--- config.mk ---
export PLATFORM = sky130hd
export DESIGN_NAME = pla_vector_sequencer
export DESIGN_NICKNAME = d
export VERILOG_FILES = /design/src/rtl/pla_vector_sequencer.sv
export SDC_FILE = /design/constraint.sdc
export NUM_CORES = 1
export LEC_CHECK = 0
export CORE_MARGIN = 3
export CORE_UTILIZATION = 40
export CTS_CLUSTER_DIAMETER = 150
export DETAILED_ROUTE_END_ITERATION = 8
export PLACE_DENSITY_LB_ADDON = 0.15
export REMOVE_ABC_BUFFERS = 1
export SYNTH_ARGS = -nofsm -noshare
export SYNTH_HDL_FRONTEND = slang
export SYNTH_SLANG_ARGS = --single-unit
--- constraint.sdc ---
create_clock -name clk -period 2.6 [get_ports clk]
set_input_delay 0.65 -clock clk [delete_from_list [all_inputs] [get_ports clk]]
set_output_delay 0.65 -clock clk [all_outputs]
set_load 0.05 [all_outputs]
--- src/rtl/pla_vector_sequencer.sv ---
// Sequential harness around a flattened combinational PLA netlist.
// Accepts one input vector at a time over valid/ready and drives it onto the
// netlist inputs from a register. It waits a settle window, samples the
// single netlist output, and returns (vector, y) over valid/ready. Every
// returned result is folded into a 16-bit MISR signature and counted.
//
// Ports:
//   clk, rst             clock; synchronous active-high reset
//   in_valid/in_ready    input vector handshake; in_vec is the vector
//   x_out                registered drive to netlist inputs x0..x(N_IN-1)
//   y_in                 netlist output y0 (combinational from x_out)
//   out_valid/out_ready  result handshake; out_vec/out_y is the result
//   clear                synchronous clear of sig/vec_cnt/ones_cnt
//   sig                  MISR signature over handshaked out_y
//   vec_cnt, ones_cnt    saturating result and ones counters
module pla_vector_sequencer #(
    parameter int unsigned N_IN      = 14,
    parameter int unsigned SETTLE    = 1,
    parameter logic [15:0] MISR_POLY = 16'hB400
) (
    input  logic            clk,
    input  logic            rst,
    input  logic            in_valid,
    output logic            in_ready,
    input  logic [N_IN-1:0] in_vec,
    output logic [N_IN-1:0] x_out,
    input  logic            y_in,
    output logic            out_valid,
    input  logic            out_ready,
    output logic [N_IN-1:0] out_vec,
    output logic            out_y,
    input  logic            clear,
    output logic [15:0]     sig,
    output logic [15:0]     vec_cnt,
    output logic [15:0]     ones_cnt
);

    typedef enum logic [1:0] {StIdle, StWait, StHold} state_e;

    state_e          state_q, state_d;
    logic [7:0]      settle_q, settle_d;
    logic [N_IN-1:0] x_q, x_d;
    logic [N_IN-1:0] out_vec_q, out_vec_d;
    logic            out_y_q, out_y_d;
    logic            out_valid_q, out_valid_d;
    logic [15:0]     sig_q, sig_d;
    logic [15:0]     vec_cnt_q, vec_cnt_d;
    logic [15:0]     ones_cnt_q, ones_cnt_d;
    logic            handshake;

    always_ff @(posedge clk) begin
        if (rst) begin
            state_q     <= StIdle;
            settle_q    <= 8'd0;
            x_q         <= '0;
            out_vec_q   <= '0;
            out_y_q     <= 1'b0;
            out_valid_q <= 1'b0;
            sig_q       <= 16'd0;
            vec_cnt_q   <= 16'd0;
            ones_cnt_q  <= 16'd0;
        end else begin
            state_q     <= state_d;
            settle_q    <= settle_d;
            x_q         <= x_d;
            out_vec_q   <= out_vec_d;
            out_y_q     <= out_y_d;
            out_valid_q <= out_valid_d;
            sig_q       <= sig_d;
            vec_cnt_q   <= vec_cnt_d;
            ones_cnt_q  <= ones_cnt_d;
        end
    end

    always_comb begin
        state_d     = state_q;
        settle_d    = settle_q;
        x_d         = x_q;
        out_vec_d   = out_vec_q;
        out_y_d     = out_y_q;
        out_valid_d = out_valid_q;
        case (state_q)
            StIdle: begin
                if (in_valid) begin
                    x_d       = in_vec;
                    out_vec_d = in_vec;
                    settle_d  = 8'(SETTLE);
                    state_d   = StWait;
                end
            end
            StWait: begin
                if (settle_q != 8'd0) begin
                    settle_d = settle_q - 8'd1;
                end else begin
                    out_y_d     = y_in;
                    out_valid_d = 1'b1;
                    state_d     = StHold;
                end
            end
            StHold: begin
                if (out_ready) begin
                    out_valid_d = 1'b0;
                    state_d     = StIdle;
                end
            end
            default: state_d = StIdle;
        endcase
    end

    assign handshake = (state_q == StHold) && out_ready;

    // Clear wins over a coincident handshake: that result is not accumulated.
    always_comb begin
        sig_d      = sig_q;
        vec_cnt_d  = vec_cnt_q;
        ones_cnt_d = ones_cnt_q;
        if (clear) begin
            sig_d      = 16'd0;
            vec_cnt_d  = 16'd0;
            ones_cnt_d = 16'd0;
        end else if (handshake) begin
            sig_d = {sig_q[14:0], 1'b0} ^ (sig_q[15] ? MISR_POLY : 16'h0) ^ {15'h0, out_y_q};
            if (vec_cnt_q != 16'hFFFF) begin
                vec_cnt_d = vec_cnt_q + 16'd1;
            end
            if (out_y_q && (ones_cnt_q != 16'hFFFF)) begin
                ones_cnt_d = ones_cnt_q + 16'd1;
            end
        end
    end

    assign in_ready  = (state_q == StIdle);
    assign x_out     = x_q;
    assign out_vec   = out_vec_q;
    assign out_y     = out_y_q;
    assign out_valid = out_valid_q;
    assign sig       = sig_q;
    assign vec_cnt   = vec_cnt_q;
    assign ones_cnt  = ones_cnt_q;

endmodule
Word-level counts from Yosys, hierarchy flattened
Index checks and enable logic that the tools add are counted.

Bits of input ports: 20. Logic and storage cells: 47. Register bits after elaboration: 74. Output and inout bits: 79.

Eq/ne operators: 8. Reductions and logical operators: 14. Muxes and demuxes: 11. $add $sub $neg: 3. Bitwise gates (word level): 3.

Operator list (count): 16-bit by 1-bit adder with 16-bit output (second input constant) (2); 16-bit inequality test (second input constant) (2); 16-bit 2-to-1 mux (1); 8-bit 2-to-1 mux (2); 8-bit one-hot mux with 2 select lines (1); 16-bit by 1-bit XOR with 16-bit output (1); 16-bit XOR (1); 3-bit AND reduction (3); 2-bit inequality test (second input constant) (4); 2-bit AND reduction (4); 8-bit nonzero test (1); 8-bit by 1-bit subtractor with 8-bit output (second input constant) (1); 2-bit 2-to-1 mux (3); 2-bit one-hot mux with 3 select lines (1); 2-bit nonzero test (2); 2-bit by 1-bit equality test with 1-bit output (second input constant) (1); 2-bit equality test (second input constant) (1); 1-bit logical AND (2); 2-bit zero test (1); 1-bit 2-to-1 mux (2); 1-bit one-hot mux with 2 select lines (1); 2-bit OR reduction (1); 1-bit inverter (1).

Depth between registers and ports, before layout
Word-level depth: 3. Mapped depth: 7. Gate-level depth less buffers: 6.

Worst setup path after synthesis
Ideal clock, no wire load.

Path type: reg2reg. From: register vec_cnt_q[9] (netlist: vec_cnt[9]). To: register vec_cnt_q[3] (netlist: vec_cnt[3]). Data required time: 2.485 ns. Arrival time: 2.094 ns. Setup time: 0.115 ns. Path slack: 0.391 ns. Clock period less this slack: 2.209 ns. Stages on the path, launching flop included: 6. Path buffers: 1. Cell sequence: dfxtp_1 > nand4_1 > nor4_2 > clkbuf_1 > nor4_1 > o21a_1.

Cells in the longest elaborated chain, start to end: 2.

Ends and longest elaborated chain: from (decl) (RTL line 47) `logic [15:0] vec_cnt_q, vec_cnt_d;`; from (signal assigned) (RTL line 70) `vec_cnt_q <= vec_cnt_d;`; 16-bit inequality test (RTL line 123) `if (vec_cnt_q != 16'hFFFF) begin`; 2-bit AND reduction (no line).

Every way passes these cells. A chain may end at the register's enable or synchronous reset.

Worst setup path after layout
From: register state_q[1]. To: output in_ready.

Cells in the longest elaborated chain, start to end: 1.

Ends and longest elaborated chain: from (decl) (RTL line 40) `state_e state_q, state_d;`; from (signal assigned) (RTL line 53) `state_q <= StIdle;`; from (signal assigned) (RTL line 63) `state_q <= state_d;`; 2-bit zero test (RTL line 132) `assign in_ready = (state_q == StIdle);`; to (decl) (RTL line 24) `output logic in_ready,`.

Every way passes these cells.

==> metrics.txt <==
die area 9748 µm²; Synth area leader dfxtp_1; standard-cell row count 33; Worst Setup Slack, final 0.1715 ns; fin area 4633 µm²; Post-synth EDFFs 0; peak supply drop 0.0003177 V; CTS tree done; routed wl met3 612 µm; most instantiated cells after synthesis dfxtp_1, nand2_1, a21oi_1; Slew Viols, Final 0; M1 WL 3.958 mm; uppermost layer routed met4; Tot GR Track Use 17.35%; Setup TNS 0 ns; nets@finish roughly 520; worst skew pair latency 0.35 ns; Final min period approximately 2.4 ns; Gate power share around a fifth; post-synthesis sequential area ratio 43.07%; WL met2 3.736 mm; top post-synthesis cells by area dfxtp_1, a21oi_1, nand2_1, or4_1, o31ai_1; area of placed instances 4429 µm²; Reg clk slew, reported paths 0.07 ns; Setup WS pre-CTS -0.1252 ns; Slew @ Worst Pin between 0.7 and 0.8 ns; worst path required time 1.95 ns; Antenna Cells 0; Final ANT Viol Nets 0; Net Sw Frac 30.70%; Setup crit end kind output port; Hold Crit Class flop to flop; Slew HR between 50% and 60%; critical path arrival 1.78 ns; Setup Fix Bufs, Post-CTS 0; Initial Util 41.44%; critical path type flop to output port; Max Clk Rate 0.4118 GHz; hold-fix buffer count after cts 0; Avg Cell Area, Syn 8.268 µm²; crit path launch type flop; IO buf count ~100; first-pass iteration count of the detailed router 4; vias approximately 3,300; FF+latch area 1481 µm²; clock share of power about 34%; post-DP HPWL 6.004 mm; Ys Warns 0; vias in the first global route 2,982; core footprint 8299 µm²; Final Hold Viols 0; Final Non-Filler Cells 608; NetSw approximately 830 µW; Post-Synthesis Cells about 420; synth-to-layout area growth 34.70%; clock buffer depth 2; clock sink count 74; Filler cells 772; area share of the largest cell type after synthesis between 40 and 50%; LEAKAGE between 1 and 1.5 nW; pwr dens 585.8 nW/µm²; DRC 0; initial antenna violation count 0; # Max-Cap Violations 0; Async S/R FF share, synth 0%; skew final 0.01250 ns; RSZ-0062 raised after global routing no; GP Congestion 0.7808; CTS HTree Levels 3; Internal 1.881 mW; top-count cell post-synth dfxtp_1; crit-path max FO 11; sequential power share 45.5%; Via density 5.368; 1st-iter DRT viols 67; fraction of layout cells with a size suffix above 1 under 10%; drt wl/cell around 14 µm; TritonCTS buffer count 9; Cells after DPL 592; Tcrit/Tclk final 93.40%; first-pass GRT wire length 13.99 mm; Die Height 98.73 µm; status finished, final reports clean; GRT overflow 0; Final setup viols 0; synthesized area between 3000 and 4000 µm²; Synth cell types 44; DIE WIDTH 98.73 µm; ys flop type dfxtp_1; io pins 99; area of the multi-input gates 1734 µm²; Seq cells post-synth 74; final WL 8.360 mm; Post-CTS Resized 0; Root Driver clkbuf_8; largest net degree at the start of global routing 44
[stage by stage]
| stage | hold WS, ns | power [mW] | util (%) |
|---|---|---|---|
| after floorplan | 0.4795 | 1.629 | - |
| after global placement | 0.4561 | 1.821 | 53.37 |
| after detailed placement | 0.4630 | 1.829 | 53.37 |
| after CTS | 0.4730 | 2.750 | 55.83 |
| after global routing | 0.4923 | 2.850 | 55.83 |
| final | 0.4714 | 2.714 | 55.83 |
[cell usage in the layout (no fill, tap or decap), types with 2 or more instances in the layout]
cell / synthesis / layout
buf_4: 14 / 11
nand4_1: 13 / 13
nor4_1: 4 / 4
dfxtp_1: 74 / 74
nor3_1: 5 / 5
or3b_2: 3 / 3
clkinv_2: 0 / 3
nand4b_1: 2 / 2
or4_1: 20 / 20
and3_1: 3 / 3
nor4_2: 2 / 2
ha_1: 4 / 4
a21oi_1: 54 / 54
xor2_1: 5 / 5
nand2_1: 70 / 70
inv_1: 5 / 5
clkdlybuf4s50_1: 0 / 98
nand2b_1: 3 / 3
o21ai_0: 11 / 11
a211oi_1: 5 / 5
o211ai_1: 5 / 5
or3_1: 13 / 13
nor2_1: 22 / 22
nand3_1: 11 / 11
xnor2_1: 5 / 5
mux2i_1: 4 / 4
nor2b_1: 2 / 2
and4_1: 4 / 4
clkbuf_8: 0 / 11
o31ai_1: 15 / 15
or2_2: 2 / 2
[worst max-delay path, stage by stage, from the launching register on]
cell and delay, ns:
dfxtp_1 0.43, nor2_1 0.17, clkdlybuf4s50_1 0.83
[layer usage]
layer | vias to the layer above | GRT usage (%)
met5 | - | 0
met4 | 0 | 5.147
met3 | 7 | 6.440
met2 | 92 | 27.20
met1 | 1507 | 22.39
li1 | 1658 | -
[sequential cells by signal (all words and copies together), names as in the netlist]
| name | count |
|---|---|
| settle_q | 8 |
| out_y | 1 |
| vec_cnt | 16 |
| out_vec | 14 |
| sig | 16 |
| ones_cnt | 16 |
| out_valid | 1 |
| state_q | 2 |
[power by group through the flow]
| stage | Combinational (mW) | Sequential (mW) | Clock (mW) |
|---|---|---|---|
| 6_report | 0.566 | 1.23 | 0.914 |
| 5_1_grt | 0.610 | 1.24 | 0.996 |
| 2_1_floorplan | 0.217 | 1.41 | 0 |
| 3_5_place_dp | 0.568 | 1.26 | 0 |
| 4_1_cts | 0.571 | 1.24 | 0.944 |
| 3_3_place_gp | 0.562 | 1.26 | 0 |
[layout make-up]
type / instances / share of cell area (%)
Tap cell: 105 / 2.836
Clock inverter: 5 / 1.134
Multi-Input combinational cell: 299 / 37.43
Timing Repair Buffer: 109 / 22.95
Inverter: 5 / 0.4051
Clock buffer: 11 / 3.268
Sequential cell: 74 / 31.97
[logic make-up (layout without fill, tap and decap cells)]
| kind of cell | after synthesis | in the layout | share of synthesized area (%) |
|---|---|---|---|
| AND/OR/NAND/NOR | 185 | 185 | 28.81 |
| AO/OA/AOI/OAI | 95 | 95 | 16.12 |
| flip-flops | 74 | 74 | 43.07 |
| buffers and inverters | 43 | 130 | 6.511 |
| XOR/XNOR | 10 | 10 | 2.546 |
| multiplexers | 5 | 5 | 1.491 |
| adder cells (fa/ha/maj) | 4 | 4 | 1.455 |
[final timing paths]
check	from	endpoint	slack (ns)	depth (start not counted)
worst max-delay path	state_q[1]$_SDFFE_PP0P_	in_ready	0.17	2
worst min-delay path	out_vec[10]$_SDFFE_PP0P_	out_vec[10]$_SDFFE_PP0P_	0.47	2
worst max register to register	state_q[1]$_SDFFE_PP0P_	vec_cnt[15]$_SDFFE_PP0P_	0.53	4
worst min register to register	out_vec[10]$_SDFFE_PP0P_	out_vec[10]$_SDFFE_PP0P_	0.47	2
No activity file was read; power rests on OpenSTA's default activity.
